`config.mk`:
```
export PLATFORM = sky130hd
export DESIGN_NAME = psum_requant
export DESIGN_NICKNAME = d
export VERILOG_FILES = /design/src/rtl/psum_requant_pkg.sv /design/src/rtl/psum_requant_core.sv /design/src/rtl/psum_requant.sv
export SDC_FILE = /design/constraint.sdc
export NUM_CORES = 2
export LEC_CHECK = 0
export BUFFER_PORTS_ARGS = -buffer_cell sky130_fd_sc_hd__buf_2
export CAP_MARGIN = 40
export CORE_MARGIN = 3
export CORE_UTILIZATION = 30
export DETAILED_ROUTE_END_ITERATION = 10
export PLACE_DENSITY = 0.52
export SETUP_SLACK_MARGIN = 0.1
export SLEW_MARGIN = 0
export SYNTH_ARGS = -nofsm -noshare
export SYNTH_HDL_FRONTEND = slang
export SYNTH_SLANG_ARGS = --single-unit
```
`constraint.sdc`:
```
create_clock -name clk -period 13.84 [get_ports clk]
set_input_delay 2.768 -clock clk [delete_from_list [all_inputs] [get_ports clk]]
set_output_delay 2.768 -clock clk [all_outputs]
set_load 0.01 [all_outputs]
```
`src/rtl/psum_requant_pkg.sv`:
```
// Shared constants and state encoding for the psum requantizer.
package psum_requant_pkg;

    localparam int ACT_ZP  = 128;
    localparam int ACT_MIN = 0;
    localparam int ACT_MAX = 255;
    localparam int PROD_W  = 48;

    typedef enum logic [1:0] {
        ACC,
        QUANT,
        OUT
    } state_t;

endpackage

```
`src/rtl/psum_requant_core.sv`:
```
// Rounds, shifts, offsets and clamps a requant product into a zero-point-128 activation.
// Define PSUM_REQUANT_RELU_EN to raise the lower clamp bound to the zero point (ReLU).
module psum_requant_core
    import psum_requant_pkg::*;
#(
    parameter int SHIFT_W = 5
) (
    input  logic signed [PROD_W-1:0] prod,
    input  logic [SHIFT_W-1:0]       shift,
    output logic [7:0]               act,
    output logic                     sat
);

`ifdef PSUM_REQUANT_RELU_EN
    localparam int LO_BOUND = ACT_ZP;
`else
    localparam int LO_BOUND = ACT_MIN;
`endif

    // Two guard bits keep the rounding add and zero-point offset from overflowing.
    localparam int EXT_W = PROD_W + 2;

    logic signed [EXT_W-1:0] prod_ext;
    logic signed [EXT_W-1:0] half;
    logic signed [EXT_W-1:0] rounded;
    logic signed [EXT_W-1:0] biased;

    always_comb begin
        prod_ext = EXT_W'(prod);
        half     = '0;
        rounded  = prod_ext;
        if (shift != '0) begin
            half    = EXT_W'(1) << (shift - SHIFT_W'(1));
            rounded = (prod_ext + half) >>> shift;
        end
        biased = rounded + EXT_W'(ACT_ZP);
        act    = biased[7:0];
        sat    = 1'b0;
        if (biased > EXT_W'(ACT_MAX)) begin
            act = 8'(ACT_MAX);
            sat = 1'b1;
        end else if (biased < EXT_W'(LO_BOUND)) begin
            act = 8'(LO_BOUND);
            sat = 1'b1;
        end
    end

endmodule

```
`src/rtl/psum_requant.sv`:
```
// Accumulates ACC_LEN signed partial sums and requantizes each total to an 8-bit activation.
// Optional ReLU clamp is enabled with the PSUM_REQUANT_RELU_EN macro (see psum_requant_core).
module psum_requant
    import psum_requant_pkg::*;
#(
    parameter int ACC_LEN = 9,
    parameter int SCALE_W = 16,
    parameter int SHIFT_W = 5
) (
    input  logic               clk,
    input  logic               rst,
    input  logic [SCALE_W-1:0] cfg_scale,
    input  logic [SHIFT_W-1:0] cfg_shift,
    input  logic               in_valid,
    output logic               in_ready,
    input  logic [31:0]        in_psum,
    output logic               out_valid,
    input  logic               out_ready,
    output logic [7:0]         out_act,
    output logic               out_sat
);

    localparam int CNT_W = (ACC_LEN > 1) ? $clog2(ACC_LEN) : 1;
    localparam logic [CNT_W-1:0] LAST = CNT_W'(ACC_LEN - 1);

    state_t                   state;
    state_t                   state_next;
    logic [CNT_W-1:0]         count;
    logic [31:0]              acc;
    logic [SCALE_W-1:0]       scale_q;
    logic [SHIFT_W-1:0]       shift_q;
    logic signed [PROD_W-1:0] prod;
    logic signed [PROD_W-1:0] prod_next;
    logic                     in_hs;
    logic                     last_hs;
    logic                     out_hs;
    logic [7:0]               core_act;
    logic                     core_sat;

    assign in_ready  = (state == ACC);
    assign in_hs     = in_valid && in_ready;
    assign last_hs   = in_hs && (count == LAST);
    assign out_hs    = out_valid && out_ready;
    // The scale is unsigned, so it is zero-extended before the signed multiply.
    assign prod_next = PROD_W'(signed'(acc)) * PROD_W'(signed'({1'b0, scale_q}));

    psum_requant_core #(
        .SHIFT_W(SHIFT_W)
    ) u_core (
        .prod (prod),
        .shift(shift_q),
        .act  (core_act),
        .sat  (core_sat)
    );

    always_ff @(posedge clk or posedge rst) begin
        if (rst) begin
            state <= ACC;
        end else begin
            state <= state_next;
        end
    end

    always_comb begin
        state_next = state;
        case (state)
            ACC:     if (last_hs) state_next = QUANT;
            QUANT:   state_next = OUT;
            OUT:     if (out_hs) state_next = ACC;
            default: state_next = ACC;
        endcase
    end

    // OUT spends its first cycle registering the core result; out_valid rises after that.
    always_ff @(posedge clk or posedge rst) begin
        if (rst) begin
            count     <= '0;
            acc       <= '0;
            scale_q   <= '0;
            shift_q   <= '0;
            prod      <= '0;
            out_valid <= 1'b0;
            out_act   <= '0;
            out_sat   <= 1'b0;
        end else begin
            if (in_hs) begin
                acc   <= acc + in_psum;
                count <= last_hs ? '0 : count + CNT_W'(1);
            end
            if (last_hs) begin
                scale_q <= cfg_scale;
                shift_q <= cfg_shift;
            end
            if (state == QUANT) begin
                prod <= prod_next;
            end
            if ((state == OUT) && !out_valid) begin
                out_valid <= 1'b1;
                out_act   <= core_act;
                out_sat   <= core_sat;
            end
            if (out_hs) begin
                out_valid <= 1'b0;
                acc       <= '0;
            end
        end
    end

endmodule

```
---- Word level (Yosys, flattened, before mapping) ----
Index checks and enable logic that the tools add are counted.
cells by class
  add/sub/neg operators ................... 5
  multiply operators ...................... 1
  div/mod/pow operators ................... 0
  order comparisons ....................... 2
  equal/unequal tests ..................... 5
  shifts and indexed selects .............. 2
  muxes and demuxes ....................... 13
  bitwise logic cells ..................... 0
  reduce and logical (&&, ||, !) cells .... 10
operators by type and width
  operator                                                                           count
  32-bit two-way mux                                                                 2
  48-bit by 50-bit adder with 50-bit output                                          1
  50-bit by 9-bit adder with 50-bit output (second input constant)                   1
  50-bit by 9-bit greater-than comparator with 1-bit output (second input constant)  1
  50-bit by 1-bit less-than comparator with 1-bit output (second input constant)     1
  50-bit two-way mux                                                                 1
  1-bit by 5-bit left shift with 50-bit output (first input constant)                1
  50-bit by 5-bit >>> shifter with 50-bit output                                     1
  32-bit by 17-bit multiplier with 48-bit output                                     1
  32-bit adder                                                                       1
  8-bit two-way mux                                                                  2
  2-bit one-hot mux with 3 select lines                                              1
  5-bit nonzero test                                                                 1
  5-bit by 1-bit subtractor with 5-bit output (second input constant)                1
  4-bit by 1-bit adder with 4-bit output (second input constant)                     1
  4-bit equality test (second input constant)                                        1
  1-bit logical AND                                                                  4
  1-bit two-way mux                                                                  4
  2-bit two-way mux                                                                  2
  4-bit two-way mux                                                                  1
  2-bit nonzero test                                                                 2
  2-bit by 1-bit equality test with 1-bit output (second input constant)             1
  2-bit equality test (second input constant)                                        1
  2-bit zero test                                                                    1
  4 further kinds                                                                    4
word-level totals
  register bits ........................... 117
  bits in latches ......................... 0
  RAM bits ................................ 0
  ROM bits ................................ 0
  bits of input ports ..................... 57
  output and inout bits ................... 11
  memories kept ........................... 0

---- Depth between registers and ports, before layout ----
  word-level depth ........................ 9
  depth in mapped cells ................... 33

---- Cells and area by module ----
A second synthesis with hierarchy kept.
unflattened totals
  cells, all modules ...................... 4243
  area, all modules ....................... 33995.1 um^2
modules (own cells, without submodules)
  module             instances  cells each  area an instance (um^2)  sequential area each (um^2)
  psum_requant       1          2571        23482.5                  2927.8
  psum_requant_core  1          1672        10512.6                  0.0

---- Worst setup path after synthesis ----
OpenSTA, ideal clock, no wires.
  kind .................................... reg2reg
  start point ............................. register shift_q[4]
  end point ............................... register out_act[0]
  library setup time ...................... 0.139 ns
  data arrival time ....................... 7.501 ns
  required time ........................... 13.701 ns
  path slack .............................. 6.200 ns
  stages on the path, launching flop included .. 30
  path buffers ............................ 7
  path through ............................ dfrtp_1 > clkbuf_1 > buf_2 > clkbuf_1 > clkbuf_1 > clkbuf_1 > clkbuf_1 > nor3_1 > ha_1 > fa_1 > a211oi_1 > o211ai_2 > and3_1 > buf_2 > o21a_1 > o31ai_4 > nand2_2 > a2111oi_4 > nor2_1 > or3_1 > o21ai_0 > ha_1 > nand2b_1 > nand4b_4 > or4_1 > a22oi_1 > nand4_1 > or4_4 > nor3_4 > o21ai_1
on the way
  longest elaborated chain between the ends .. 9
RTL lines
  element                                                 line                     RTL
  start, declared                                         psum_requant.sv:31       logic [SHIFT_W-1:0] shift_q;
  start signal, assigned                                  psum_requant.sv:92       shift_q <= cfg_shift;
  5-bit by 1-bit subtractor with 5-bit output             psum_requant_core.sv:33  half = EXT_W'(1) << (shift - SHIFT_W'(1));
  1-bit by 5-bit left shift with 50-bit output            psum_requant_core.sv:33
  48-bit by 50-bit adder with 50-bit output               psum_requant_core.sv:34  rounded = (prod_ext + half) >>> shift;
  50-bit by 5-bit >>> shifter with 50-bit output          psum_requant_core.sv:34
  50-bit two-way mux *                                    psum_requant_core.sv:32  if (shift != '0) begin
  50-bit by 9-bit adder with 50-bit output *              psum_requant_core.sv:36  biased = rounded + EXT_W'(ACT_ZP);
  50-bit by 1-bit less-than comparator with 1-bit output  psum_requant_core.sv:42  end else if (biased < EXT_W'(LO_BOUND)) begin
  8-bit two-way mux                                       psum_requant_core.sv:42
  8-bit two-way mux *                                     psum_requant_core.sv:39  if (biased > EXT_W'(ACT_MAX)) begin
  end signal, assigned                                    psum_requant.sv:99       out_act <= core_act;
  end, declared                                           psum_requant.sv:19       output logic [7:0] out_act,
Every way passes the cells marked *; elsewhere a longest branch is shown, timed or not.
A chain may end at the register's enable or synchronous reset.

---- Final worst setup path ----
  start point ............................. register shift_q[2]
  end point ............................... register out_act[7]
Same word-level chain as after synthesis.

==> flow_summary_export.csv <==
group,metric,value,unit
logic_synthesis,synth_edf_count,0,
logic_synthesis,async_reset_ff_frac,1.00,
logic_synthesis,ys_ff_latch,117,
global_route,grt_max_degree,93,
clocking,clk_pin_slew_worst_paths,60,ps
logic_synthesis,synth_nets,4750,
routing,wl_met1,53800,um
floorplan,start_util,0.303,
routing,viasPerCell,5.56,
run,cap_violations,0,
clocking,cts_hold_buf,0,
timing,worst_slew_pin_slew,996,ps
logic_synthesis,yosys.area_share.adder,0.368,
logic_synthesis,seq_area_frac_synth,0.0900,
timing,post-route-period-util,0.726,
global_route,grt_pass1_vias,30000,
routing,top_layer_used,"met4",
clocking,clock_sinks,117,
timing,max_freq,99.5,MHz
logic_synthesis,synth.distinct_cells,110,
timing,min_period,10050,ps
logic_synthesis,synth_area,0.0325,sq mm
routing,wirelength,120000,um
clocking,cts.path.max_buffers,2,
logic_synthesis,synthMuxAreaShare,0.0265,
critical_path,reg2reg_from,"shift_q[2]",
global_route,grt.total_usage,0.215,
logic_synthesis,synthFlopType,"dfrtp_1",
routing,wl_met3,9310,um
logic_synthesis,synth.avg_cell_area,8.08,sq um
timing,slew_headroom,0.336,
clocking,cts_root_buf,"clkbuf_16",
status,status,"complete, no violations",
clocking,cts_tree,"built",
critical_path,crit_start,"shift_q[2]",
floorplan,rows,120,
floorplan,ioPinCount,68,
critical_path,ff2ff_path_depth,25,
critical_path,end_kind,"flop",
timing,skew,16.8,ps
clocking,post_cts.repair.setup_buffers,0,
critical_path,cp-endpoint,"out_act[7]",
logic_synthesis,ys_warn_count,0,
routing,dr.pass1.iters,7,
clocking,cts_resized,0,
floorplan,die_y,335,um
placed_design,place.gp.congestion,0.986,
hold_path,min_path_type,"reg2reg",
placed_design,port_buffers,67,
logic_synthesis,synth_top_family_by_area,"adder cells",
placed_design,dp_hpwl,93300,um
logic_synthesis,yosys.area_share.simple,0.212,
layout,fin_util,0.325,
critical_path,required,14180,ps
layout,nets,4674,
clocking,clock_latency,500,ps
timing,tns,0,ps
layout,fillers,11500,
critical_path,start_kind,"flop",
timing,drv_slew,0,
layout,drive_gt1_frac,0.0661,
clocking,numCtsBuffers,17,
layout,seqCellArea,0.00294,sq mm
logic_synthesis,synthXorXnorAreaFrac,0.0296,
routing,post_drt_wl_per_cell,22.4,um
floorplan,die-area,0.112,sq mm
layout,layout_commonest_cell,"nand2_1",
routing,drc,0,
critical_path,critPathMaxFanout,62,
timing,rsz0062_at_grt,"false",
placed_design,place_inst,5335,
critical_path,rr_endpoint,"out_act[7]",
timing,hold_violations,0,
global_route,grt_pass1_wl,186000,um
clocking,htreeDepth,4,
global_route,grt_overflow,0,
routing,ant_nets,0,
floorplan,die_x,335,um
layout,diodes,0,
timing,setup_viol,0,
layout,final_cell_mix,"nand2_1 (596), inv_1 (560), fa_1 (486), nor2_1 (222), and2_1 (212)",
layout,synthToLayoutAreaGrowth,7.19,%
routing,drt_iter0_markers,2602,
floorplan,core,0.107,sq mm
routing,vias,29800,
logic_synthesis,synth_compound_area_frac,0.182,
critical_path,crit_arrival,10400,ps
layout,multi_input_area,0.0266,sq mm
routing,met2_wirelength,52600,um
critical_path,r2r_slack,3790,ps
layout,fin_cells,5367,
critical_path,critPathKind,"reg2reg",
global_route,antenna_found_initial,1,
logic_synthesis,synthCells,4027,
==> per-layer routing <==
metal,vias up,global-route usage
met1,14900,0.299
met4,0,0.0757
met2,1312,0.332
li1,13400,-
met3,266,0.0402
met5,-,0
==> Yosys cell counts (65+ instances only) <==
| cell | count | area share |
|---|---|---|
| inv_1 | 562 | 0.065 |
| o21ai_0 | 166 | 0.026 |
| nor2_1 | 223 | 0.026 |
| ha_1 | 180 | 0.069 |
| clkbuf_1 | 174 | 0.020 |
| dfrtp_1 | 117 | 0.090 |
| and2_1 | 212 | 0.041 |
| nor3_1 | 65 | 0.010 |
| a21oi_1 | 193 | 0.030 |
| nand2_1 | 596 | 0.069 |
| fa_1 | 486 | 0.30 |
| nand3_1 | 68 | 0.010 |
==> flip-flops by register name (all words and copies together), names as in the netlist <==
| name | count |
|---|---|
| acc | 32 |
| count | 4 |
| out_valid | 1 |
| scale_q | 16 |
| out_sat | 1 |
| prod | 48 |
| state | 2 |
| shift_q | 5 |
| out_act | 8 |
==> per-stage QoR <==
step / hold WS [ps] / area [sq um] / setup WS (ps)
after floorplan: 471 / 32500 / 6200
after global placement: 492 / 34100 / 4170
after detailed placement: 505 / 34300 / 4150
after CTS: 518 / 34900 / 4120
after global routing: 525 / 34900 / 3400
final: 516 / 34900 / 3790
==> critical path, stage by stage, from the launching register on <==
cell and delay [ps]:
dfrtp_2 340, buf_4 560, clkinv_1 600, nand2_1 630
nor2_2 90, nand2_1 450, clkinv_1 510, ha_1 600
and4_1 280, nand2_1 60, a21oi_1 180, o22ai_1 260
nor3_2 470, mux2_2 410, o31ai_1 390, o22ai_1 250
a221oi_1 700, nand4_1 300, nor4_1 790, nand3b_1 140
nor4_1 360, mux2i_1 250, nand4_1 120, or4_4 570
nor3_4 450, o21ai_1 110
==> logic make-up (layout without fill, tap and decap cells) <==
family	Yosys count	after routing
AND/OR/NAND/NOR	1417	1417
AO/OA/AOI/OAI	860	860
buffers and inverters	783	720
adder cells (fa/ha/maj)	666	666
flip-flops	117	117
XOR/XNOR	110	110
multiplexers	74	74
==> final cells by class <==
type | count | area share
sequential | 117 | 0.0843
multi-input combinational | 3127 | 0.763
timing repair buffer | 124 | 0.0242
inverter | 564 | 0.0609
clock buffer | 19 | 0.0127
tap | 1403 | 0.0503
clock inverter | 13 | 0.00423
==> worst min-delay path by stage <==
| stage | startpoint | end | depth (start not counted) |
|---|---|---|---|
| 2_1_floorplan | prod[28] | prod[28] | 1 |
| 3_3_place_gp | scale_q[1] | scale_q[1] | 1 |
| 3_5_place_dp | scale_q[0] | scale_q[0] | 1 |
| 4_1_cts | scale_q[0] | scale_q[0] | 1 |
| 5_1_grt | scale_q[0] | scale_q[0] | 1 |
| 6_report | scale_q[0] | scale_q[0] | 1 |
Power is not shown: default switching activity piles up to over one toggle a cycle in this logic, so the estimate is an artifact.
